**src/rtl/dram_port_ctrl_pkg.sv**
```systemverilog
// Shared encodings for dram_port_ctrl: access-size codes carried on w_dram_ctrl,
// FSM state encoding and small size-decode helpers.
package dram_port_ctrl_pkg;

   localparam logic [1:0] SZ_BYTE       = 2'd0;
   localparam logic [1:0] SZ_HALF       = 2'd1;
   localparam logic [1:0] SZ_WORD       = 2'd2;
   localparam int         CTRL_ZEXT_BIT = 2;

   typedef enum logic [1:0] {
      DPC_IDLE  = 2'd0,
      DPC_BEAT0 = 2'd1,
      DPC_BEAT1 = 2'd2,
      DPC_DONE  = 2'd3
   } dpc_state_t;

   // Size code 3 is treated as a word access.
   function automatic logic [3:0] size_mask(input logic [1:0] size);
      case (size)
         SZ_BYTE: size_mask = 4'b0001;
         SZ_HALF: size_mask = 4'b0011;
         default: size_mask = 4'b1111;
      endcase
   endfunction

   function automatic logic [2:0] size_nbytes(input logic [1:0] size);
      case (size)
         SZ_BYTE: size_nbytes = 3'd1;
         SZ_HALF: size_nbytes = 3'd2;
         default: size_nbytes = 3'd4;
      endcase
   endfunction

endpackage

```
**src/rtl/dram_port_ctrl_if.sv**
```systemverilog
// Core-strobe and memory-beat signals of dram_port_ctrl; slave is the controller's view,
// master is the view of whatever drives the strobes and answers the beats.
interface dram_port_ctrl_if;

   logic [31:0] w_dram_addr;
   logic [31:0] w_dram_wdata;
   logic        w_dram_le;
   logic        w_dram_we;
   logic [2:0]  w_dram_ctrl;
   logic [31:0] w_dram_odata;
   logic        w_dram_busy;
   logic        o_mem_req;
   logic        o_mem_we;
   logic [31:0] o_mem_addr;
   logic [31:0] o_mem_wdata;
   logic [3:0]  o_mem_wstrb;
   logic        i_mem_ack;
   logic [31:0] i_mem_rdata;
   logic        o_err;

   modport slave (
      input  w_dram_addr, w_dram_wdata, w_dram_le, w_dram_we, w_dram_ctrl,
      input  i_mem_ack, i_mem_rdata,
      output w_dram_odata, w_dram_busy,
      output o_mem_req, o_mem_we, o_mem_addr, o_mem_wdata, o_mem_wstrb, o_err
   );

   modport master (
      output w_dram_addr, w_dram_wdata, w_dram_le, w_dram_we, w_dram_ctrl,
      output i_mem_ack, i_mem_rdata,
      input  w_dram_odata, w_dram_busy,
      input  o_mem_req, o_mem_we, o_mem_addr, o_mem_wdata, o_mem_wstrb, o_err
   );

endinterface

```
**src/rtl/dram_port_ctrl_lane_align.sv**
```systemverilog
// dram_lane_align: combinational lane steering for one access -- split detection, per-beat
// byte strobes and write data, and extraction/extension of load data from two read beats.
module dram_lane_align
   import dram_port_ctrl_pkg::*;
(
   input  logic [1:0]  i_off,
   input  logic [1:0]  i_size,
   input  logic        i_zext,
   input  logic [31:0] i_wdata,
   input  logic [31:0] i_rdata0,
   input  logic [31:0] i_rdata1,
   output logic        o_split,
   output logic [3:0]  o_wstrb0,
   output logic [3:0]  o_wstrb1,
   output logic [31:0] o_wdata0,
   output logic [31:0] o_wdata1,
   output logic [31:0] o_ldata
);

   logic [5:0]  w_bit_off;
   logic [2:0]  w_end;
   logic [7:0]  w_mask_sh;
   logic [63:0] w_wdata_sh;
   logic [31:0] w_rdata_sh;

   assign w_bit_off = {i_off, 3'b000};
   assign w_end     = {1'b0, i_off} + size_nbytes(i_size);
   assign o_split   = (w_end > 3'd4);

   // Shifting into a double-width field yields beat 0 in the low half and beat 1 in the high half.
   assign w_mask_sh  = {4'b0000, size_mask(i_size)} << i_off;
   assign w_wdata_sh = {32'd0, i_wdata} << w_bit_off;
   assign w_rdata_sh = 32'({i_rdata1, i_rdata0} >> w_bit_off);

   assign o_wstrb0 = w_mask_sh[3:0];
   assign o_wstrb1 = w_mask_sh[7:4];
   assign o_wdata0 = w_wdata_sh[31:0];
   assign o_wdata1 = w_wdata_sh[63:32];

   // Truncate the realigned read data to the access size and extend it.
   always_comb begin
      o_ldata = w_rdata_sh;
      case (i_size)
         SZ_BYTE: o_ldata = {{24{~i_zext & w_rdata_sh[7]}}, w_rdata_sh[7:0]};
         SZ_HALF: o_ldata = {{16{~i_zext & w_rdata_sh[15]}}, w_rdata_sh[15:0]};
         default: o_ldata = w_rdata_sh;
      endcase
   end

endmodule

```
**src/rtl/dram_port_ctrl.sv**
```systemverilog
// dram_port_ctrl: turns a one-cycle DRAM load/store strobe into word-aligned req/ack beats,
// splitting boundary-crossing accesses in two. Optional per-beat timeout: define DRAM_TIMEOUT_EN.
module dram_port_ctrl
   import dram_port_ctrl_pkg::*;
#(
   parameter int unsigned TIMEOUT_CYCLES = 1024,
   parameter logic [31:0] ERR_RDATA      = 32'hFFFF_FFFF
) (
   input  logic            clk,
   input  logic            rst,
   dram_port_ctrl_if.slave bus
);

   dpc_state_t  r_state, w_state_nxt;
   logic [1:0]  r_off, w_off_nxt;
   logic [1:0]  r_size, w_size_nxt;
   logic        r_zext, w_zext_nxt;
   logic        r_store, w_store_nxt;
   logic [31:0] r_wdata, w_wdata_nxt;
   logic [31:0] r_rdata0, w_rdata0_nxt;
   logic        r_req, w_req_nxt;
   logic        r_mem_we, w_mem_we_nxt;
   logic [31:0] r_mem_addr, w_mem_addr_nxt;
   logic [31:0] r_mem_wdata, w_mem_wdata_nxt;
   logic [3:0]  r_mem_wstrb, w_mem_wstrb_nxt;
   logic        r_busy, w_busy_nxt;
   logic [31:0] r_odata, w_odata_nxt;

   logic        w_live, w_in_beat, w_last_ack, w_tmo, w_end_txn, w_split;
   logic [1:0]  w_al_off, w_al_size;
   logic [31:0] w_al_wdata, w_al_rd0, w_al_rd1, w_ldata, w_wdata0, w_wdata1;
   logic [3:0]  w_wstrb0, w_wstrb1;

   // In IDLE the aligner sees the incoming strobe so beat 0 can be registered immediately.
   assign w_live     = (r_state == DPC_IDLE);
   assign w_in_beat  = (r_state == DPC_BEAT0) || (r_state == DPC_BEAT1);
   assign w_al_off   = w_live ? bus.w_dram_addr[1:0] : r_off;
   assign w_al_size  = w_live ? bus.w_dram_ctrl[1:0] : r_size;
   assign w_al_wdata = w_live ? bus.w_dram_wdata : r_wdata;
   assign w_al_rd0   = (r_state == DPC_BEAT1) ? r_rdata0 : bus.i_mem_rdata;
   assign w_al_rd1   = (r_state == DPC_BEAT1) ? bus.i_mem_rdata : 32'd0;

   dram_lane_align u_align (
      .i_off    (w_al_off),
      .i_size   (w_al_size),
      .i_zext   (r_zext),
      .i_wdata  (w_al_wdata),
      .i_rdata0 (w_al_rd0),
      .i_rdata1 (w_al_rd1),
      .o_split  (w_split),
      .o_wstrb0 (w_wstrb0),
      .o_wstrb1 (w_wstrb1),
      .o_wdata0 (w_wdata0),
      .o_wdata1 (w_wdata1),
      .o_ldata  (w_ldata)
   );

   assign w_last_ack = w_in_beat && bus.i_mem_ack && !((r_state == DPC_BEAT0) && w_split);
   assign w_end_txn  = w_last_ack || w_tmo;

`ifdef DRAM_TIMEOUT_EN
   localparam int               CNT_W    = $clog2(TIMEOUT_CYCLES) + 1;
   localparam logic [CNT_W-1:0] CNT_LAST = CNT_W'(TIMEOUT_CYCLES - 1);

   logic [CNT_W-1:0] r_cnt, w_cnt_nxt;
   logic             r_err, w_new_beat;

   assign w_new_beat = (w_live && (bus.w_dram_le || bus.w_dram_we))
                    || ((r_state == DPC_BEAT0) && bus.i_mem_ack && w_split);
   assign w_cnt_nxt  = w_new_beat ? {CNT_W{1'b0}} : (r_cnt + CNT_W'(1));
   assign w_tmo      = w_in_beat && !bus.i_mem_ack && (r_cnt == CNT_LAST);

   // Per-beat wait counter and the sticky timeout flag.
   always_ff @(posedge clk or posedge rst) begin
      if (rst) begin
         r_cnt <= {CNT_W{1'b0}};
         r_err <= 1'b0;
      end else begin
         r_cnt <= w_cnt_nxt;
         r_err <= r_err | w_tmo;
      end
   end

   assign bus.o_err = r_err;
`else
   logic [31:0] w_unused_cfg;
   assign w_unused_cfg = 32'(TIMEOUT_CYCLES);
   assign w_tmo        = 1'b0;
   assign bus.o_err    = 1'b0;
`endif

   // Next state and next register values; everything holds unless a branch updates it.
   always_comb begin
      w_state_nxt     = r_state;
      w_off_nxt       = r_off;
      w_size_nxt      = r_size;
      w_zext_nxt      = r_zext;
      w_store_nxt     = r_store;
      w_wdata_nxt     = r_wdata;
      w_rdata0_nxt    = r_rdata0;
      w_req_nxt       = r_req;
      w_mem_we_nxt    = r_mem_we;
      w_mem_addr_nxt  = r_mem_addr;
      w_mem_wdata_nxt = r_mem_wdata;
      w_mem_wstrb_nxt = r_mem_wstrb;
      w_busy_nxt      = r_busy;
      w_odata_nxt     = r_odata;
      if (w_end_txn) begin
         w_req_nxt       = 1'b0;
         w_mem_we_nxt    = 1'b0;
         w_mem_wstrb_nxt = 4'b0000;
         w_mem_wdata_nxt = 32'd0;
         w_busy_nxt      = 1'b0;
         w_state_nxt     = DPC_DONE;
         if (r_store) begin
            w_odata_nxt = r_odata;
         end else if (w_tmo) begin
            w_odata_nxt = ERR_RDATA;
         end else begin
            w_odata_nxt = w_ldata;
         end
      end else begin
         case (r_state)
            DPC_IDLE: begin
               // A store strobe wins over a simultaneous load strobe.
               if (bus.w_dram_le || bus.w_dram_we) begin
                  w_off_nxt       = bus.w_dram_addr[1:0];
                  w_size_nxt      = bus.w_dram_ctrl[1:0];
                  w_zext_nxt      = bus.w_dram_ctrl[CTRL_ZEXT_BIT];
                  w_store_nxt     = bus.w_dram_we;
                  w_wdata_nxt     = bus.w_dram_wdata;
                  w_req_nxt       = 1'b1;
                  w_mem_we_nxt    = bus.w_dram_we;
                  w_mem_addr_nxt  = {bus.w_dram_addr[31:2], 2'b00};
                  w_mem_wstrb_nxt = bus.w_dram_we ? w_wstrb0 : 4'b0000;
                  w_mem_wdata_nxt = bus.w_dram_we ? w_wdata0 : 32'd0;
                  w_busy_nxt      = 1'b1;
                  w_state_nxt     = DPC_BEAT0;
               end else begin
                  w_state_nxt = DPC_IDLE;
               end
            end
            DPC_BEAT0: begin
               if (bus.i_mem_ack) begin
                  w_rdata0_nxt    = bus.i_mem_rdata;
                  w_mem_addr_nxt  = r_mem_addr + 32'd4;
                  w_mem_wstrb_nxt = r_store ? w_wstrb1 : 4'b0000;
                  w_mem_wdata_nxt = r_store ? w_wdata1 : 32'd0;
                  w_state_nxt     = DPC_BEAT1;
               end else begin
                  w_state_nxt = DPC_BEAT0;
               end
            end
            DPC_BEAT1: w_state_nxt = DPC_BEAT1;
            DPC_DONE:  w_state_nxt = DPC_IDLE;
            default:   w_state_nxt = DPC_IDLE;
         endcase
      end
   end

   // State, latched request and registered outputs.
   always_ff @(posedge clk or posedge rst) begin
      if (rst) begin
         r_state     <= DPC_IDLE;
         r_off       <= 2'd0;
         r_size      <= 2'd0;
         r_zext      <= 1'b0;
         r_store     <= 1'b0;
         r_wdata     <= 32'd0;
         r_rdata0    <= 32'd0;
         r_req       <= 1'b0;
         r_mem_we    <= 1'b0;
         r_mem_addr  <= 32'd0;
         r_mem_wdata <= 32'd0;
         r_mem_wstrb <= 4'b0000;
         r_busy      <= 1'b0;
         r_odata     <= 32'd0;
      end else begin
         r_state     <= w_state_nxt;
         r_off       <= w_off_nxt;
         r_size      <= w_size_nxt;
         r_zext      <= w_zext_nxt;
         r_store     <= w_store_nxt;
         r_wdata     <= w_wdata_nxt;
         r_rdata0    <= w_rdata0_nxt;
         r_req       <= w_req_nxt;
         r_mem_we    <= w_mem_we_nxt;
         r_mem_addr  <= w_mem_addr_nxt;
         r_mem_wdata <= w_mem_wdata_nxt;
         r_mem_wstrb <= w_mem_wstrb_nxt;
         r_busy      <= w_busy_nxt;
         r_odata     <= w_odata_nxt;
      end
   end

   assign bus.o_mem_req    = r_req;
   assign bus.o_mem_we     = r_mem_we;
   assign bus.o_mem_addr   = r_mem_addr;
   assign bus.o_mem_wdata  = r_mem_wdata;
   assign bus.o_mem_wstrb  = r_mem_wstrb;
   assign bus.w_dram_busy  = r_busy;
   assign bus.w_dram_odata = r_odata;

endmodule
```
**src/flat_wrapper.sv**
```systemverilog
// flat-port wrapper written by rule: the top's interface ports become plain ports
module dram_port_ctrl_flat import dram_port_ctrl_pkg::*;
#(
   parameter int unsigned TIMEOUT_CYCLES = 1024,
   parameter logic [31:0] ERR_RDATA      = 32'hFFFF_FFFF
)
  (clk, rst, bus_w_dram_addr, bus_w_dram_wdata, bus_w_dram_le, bus_w_dram_we, bus_w_dram_ctrl, bus_i_mem_ack, bus_i_mem_rdata, bus_w_dram_odata, bus_w_dram_busy, bus_o_mem_req, bus_o_mem_we, bus_o_mem_addr, bus_o_mem_wdata, bus_o_mem_wstrb, bus_o_err);
  dram_port_ctrl_if bus_i ();
  input  logic clk;
  input  logic rst;
  input wire logic [$bits(bus_i.w_dram_addr)-1:0] bus_w_dram_addr;
  input wire logic [$bits(bus_i.w_dram_wdata)-1:0] bus_w_dram_wdata;
  input wire logic [$bits(bus_i.w_dram_le)-1:0] bus_w_dram_le;
  input wire logic [$bits(bus_i.w_dram_we)-1:0] bus_w_dram_we;
  input wire logic [$bits(bus_i.w_dram_ctrl)-1:0] bus_w_dram_ctrl;
  input wire logic [$bits(bus_i.i_mem_ack)-1:0] bus_i_mem_ack;
  input wire logic [$bits(bus_i.i_mem_rdata)-1:0] bus_i_mem_rdata;
  output wire logic [$bits(bus_i.w_dram_odata)-1:0] bus_w_dram_odata;
  output wire logic [$bits(bus_i.w_dram_busy)-1:0] bus_w_dram_busy;
  output wire logic [$bits(bus_i.o_mem_req)-1:0] bus_o_mem_req;
  output wire logic [$bits(bus_i.o_mem_we)-1:0] bus_o_mem_we;
  output wire logic [$bits(bus_i.o_mem_addr)-1:0] bus_o_mem_addr;
  output wire logic [$bits(bus_i.o_mem_wdata)-1:0] bus_o_mem_wdata;
  output wire logic [$bits(bus_i.o_mem_wstrb)-1:0] bus_o_mem_wstrb;
  output wire logic [$bits(bus_i.o_err)-1:0] bus_o_err;
  assign bus_i.w_dram_addr = bus_w_dram_addr;
  assign bus_i.w_dram_wdata = bus_w_dram_wdata;
  assign bus_i.w_dram_le = bus_w_dram_le;
  assign bus_i.w_dram_we = bus_w_dram_we;
  assign bus_i.w_dram_ctrl = bus_w_dram_ctrl;
  assign bus_i.i_mem_ack = bus_i_mem_ack;
  assign bus_i.i_mem_rdata = bus_i_mem_rdata;
  assign bus_w_dram_odata = bus_i.w_dram_odata;
  assign bus_w_dram_busy = bus_i.w_dram_busy;
  assign bus_o_mem_req = bus_i.o_mem_req;
  assign bus_o_mem_we = bus_i.o_mem_we;
  assign bus_o_mem_addr = bus_i.o_mem_addr;
  assign bus_o_mem_wdata = bus_i.o_mem_wdata;
  assign bus_o_mem_wstrb = bus_i.o_mem_wstrb;
  assign bus_o_err = bus_i.o_err;
  dram_port_ctrl #(.TIMEOUT_CYCLES(TIMEOUT_CYCLES), .ERR_RDATA(ERR_RDATA)) u_core (.clk(clk), .rst(rst), .bus(bus_i));
endmodule
```
**config.mk**
```make
export PLATFORM = sky130hd
export DESIGN_NAME = dram_port_ctrl_flat
export DESIGN_NICKNAME = d
export VERILOG_FILES = /design/src/rtl/dram_port_ctrl_pkg.sv /design/src/rtl/dram_port_ctrl_if.sv /design/src/rtl/dram_port_ctrl_lane_align.sv /design/src/rtl/dram_port_ctrl.sv /design/src/flat_wrapper.sv
export SDC_FILE = /design/constraint.sdc
export NUM_CORES = 1
export LEC_CHECK = 0
export BUFFER_PORTS_ARGS = -buffer_cell sky130_fd_sc_hd__buf_2
export CAP_MARGIN = 20
export CORE_AREA = 2 2 174 176
export DETAILED_ROUTE_END_ITERATION = 8
export DIE_AREA = 0 0 176 178
export PLACE_DENSITY_LB_ADDON = 0.08
export SLEW_MARGIN = 5
export SYNTH_ARGS = -nofsm -noshare
export SYNTH_HDL_FRONTEND = slang
export SYNTH_SLANG_ARGS = --single-unit
```
**constraint.sdc**
```tcl
create_clock -name clk -period 5.8 [get_ports clk]
set_clock_uncertainty 0.1 [all_clocks]
set_input_delay 1.16 -clock clk [delete_from_list [all_inputs] [get_ports clk]]
set_output_delay 1.16 -clock clk [all_outputs]
set_load 0.01 [all_outputs]
```
==> results.cfg <==
[outcome]
outcome = completed

[worst_setup_path]
path_delay_family = buffers and inverters
crit_path_max_fanout = 54
startpoint_type = register
timing.critical_path.from = u_core.r_state[0]
reg2reg_to = u_core.bus.o_mem_wdata[6]
cp.arrival_ps = 5020
max_stage_delay_ps = 730
critical_path.endpoint_type = register
worstPathCellList = inv_1 -> ha_2 -> buf_4 -> or3_1 -> o31ai_1 -> buf_4 -> ha_1 -> fa_1 -> nor2_1 -> nor4_1 -> o31a_1 -> buf_4 -> o21ai_1 -> o21ai_0
cp.required_ps = 6060
ff2ff_setup_slack_ps = 1040
crit_path_frequent_cell = buf_4
crit_slowest_cell = nor4_1
worstSetupPathType = reg -> reg
crit_buf_inv = 4
reg2reg_from = u_core.r_state[0]
reg2regPathDepth = 14

[synthesis]
synth-compound-area-share = 0.1842
ys_warn_count = 0
yosysMostFrequentCell = dfrtp_1
muxShareOfSynthArea = 0.2167
synth_top_family_by_area = multiplexers
yosysSeqAreaShare = 0.4234
synth_xor_area_frac = 0.001723
syn-instance-count = 1012
synth_seq_cells = 172
ys_types = 64
synthTopCellsByArea = dfrtp_1, mux2i_1, mux2_2
yosysTopAreaCell = dfrtp_1
syn_area_um2 = 10170
synthTopCellsByCount = dfrtp_1, nand2_1, mux2i_1
ys.flop_type = dfrtp_1
synth_area_per_cell_um2 = 10.05
synthSimpleGateAreaFrac = 0.1209
synth-adder-area-share = 0.009354
async_flop_share = 1.000
synth_top_area_frac = 0.4234
synth_enable_flop_cells = 0

[clock_tree]
path_clk_slew_ps = 90
worstSkewPairLatency_ps = 450
htree_levels = 4
cts-root-buf = clkbuf_16
cts_resized = 0
cts_buffer_depth = 2
post-cts-setup-buffers = 0
numCtsBuffers = 17
cts_tree = yes
cts_sinks = 172
cts-hold-fix-buffers = 0

[floorplan]
num_io_pins = 208
row_count = 63
die_area_um2 = 31330
start_util = 0.3458
core_um2 = 29400
die_x_um = 176
die_y_um = 178

[route]
vias = 8674
routed_wl_mm = 32.62
drtPass1Iterations = 5
first_iter_violations = 510
drc = 0
ant_nets = 0
avgViaCountPerCell = 5.479
wire_per_inst_um = 20.60

[power_and_ir_drop]
p_leak_nw = 5.335
pwr_density_cell_nw_per_um2 = 664.3
max-vdd-ir-drop_uv = 276.4

[sta]
setup_viol = 0
hold_viol_final = 0
tns_ps = 0
maxSlewViolCount = 0
period_share = 0.8207
min_period_ps = 4760
layout_setup_ws_ps = 1040
timing.fmax_mhz = 210.1
worst_pin_slew_ps = 1133
rsz0062_at_grt = no
whs_ps = 380.5
relSlewSlack = 0.2418

[global_route]
grt.overflow.total = 0
top_usage_layer = met2
use_met1 = 0.3075
grt_pass1_vias = 8377
grt_start_max_net_pins = 114
antenna_found_initial = 6
grt_use_total = 0.2100
grt_use_met2 = 0.3189
met3_usage = 0.05328
grt_pass1_wl_mm = 50.64

[place]
port_buffers = 204
gp_congestion = 0.8329
dpl_worst_slack_ps = 992.5
hpwl_mm = 22.60

[cells_and_area]
final_nets = 1288
layout-drive-gt1-share = 0.3109
area_growth_syn_to_layout_pct = 19.15

[worst_hold_path]
min_delay_path_depth = 2
hold_path_end = u_core.bus.o_mem_wdata[23]
hold_class = reg -> reg
worstHoldStart = u_core.bus.o_mem_wdata[23]

[run]
maxCapViolations = 0
metrics by stage:
stage	power, mW	instance area, um^2	cells	utilization
6_report	8.046	12110	1583	0.4120
5_1_grt	8.689	12110	1580	0.4117
4_1_cts	8.089	12110	1580	0.4117
3_5_place_dp	6.837	11480	1548	0.3906
3_3_place_gp	6.795	11480	1548	0.3906
2_1_floorplan	5.459	10180	1014	-
where the power goes:
group,switching (mW),internal [mW],total [mW]
Combinational,2.67,1.90,4.58
Sequential,0.467,1.77,2.24
Clock,0.599,0.627,1.23
Total,3.74,4.31,8.05
layer usage:
metal  wire, um  share of wire  up-vias
met5         41         0.0013        -
met4        185         0.0057        6
met3       2023          0.062       19
met2      14480           0.44      268
met1      15880           0.49     4272
li1           -              -     4109
cells in the final DEF (no fill, tap or decap), drive strengths merged, types with 3 or more instances in the layout:
cell     count
clkbuf      17
or4          3
ha           6
o21ai       45
a31oi       18
nand3       26
clkinv       6
dfrtp      172
inv         20
diode        3
mux2i       96
a221o        7
o22a        25
a2bb2oi      9
o41ai        5
nor2        64
nand4       11
conb         3
a21oi       69
or3          7
nor4         6
o211ai      13
nor3         8
nor2b       17
a211oi      28
o221ai       7
o22ai       23
a22oi       17
mux4         7
nand2      112
buf        222
and2         5
mux2        89
logic make-up after synthesis:
| kind of cell | count (synthesis) |
|---|---|
| flip-flops | 172 |
| XOR/XNOR | 2 |
| other | 1 |
| AO/OA/AOI/OAI | 280 |
| AND/OR/NAND/NOR | 267 |
| multiplexers | 192 |
| buffers and inverters | 91 |
| adder cells (fa/ha/maj) | 7 |
registers in the layout, summed over array words and instances (netlist names):
name	cells
u_core.r_size	2
u_core.bus.o_mem_wstrb	4
u_core.bus.o_mem_addr	30
u_core.r_store	1
u_core.r_rdata0	32
u_core.bus.o_mem_req	1
u_core.bus.o_mem_wdata	32
u_core.r_zext	1
u_core.r_wdata	32
u_core.bus.w_dram_odata	32
u_core.r_off	2
u_core.bus.o_mem_we	1
u_core.r_state	2
final cells by class:
cell class | count | area, um^2
clock buffer | 17 | 425.4
multi-input combinational | 751 | 5459
inverter | 13 | 52.55
fill | 2978 | 17290
timing repair buffer | 222 | 1181
antenna | 3 | 7.507
tap | 390 | 488.0
sequential | 172 | 4304
clock inverter | 15 | 195.2
worst min-delay path: stages, from the launching register on:
cell and delay (ps):
dfrtp_1 340, nand2_1 50, o21ai_0 60
how the worst max path moves through the flow:
stage,end,depth (start not counted)
floorplan,u_core.r_off[0],13
global placement,u_core.bus.o_mem_wdata[5],14
detailed placement,u_core.bus.o_mem_wdata[6],14
CTS,u_core.bus.o_mem_wdata[6],14
global route,u_core.bus.o_mem_wdata[1],14
finish,u_core.bus.o_mem_wdata[6],14
No activity file was read; power rests on OpenSTA's default activity.
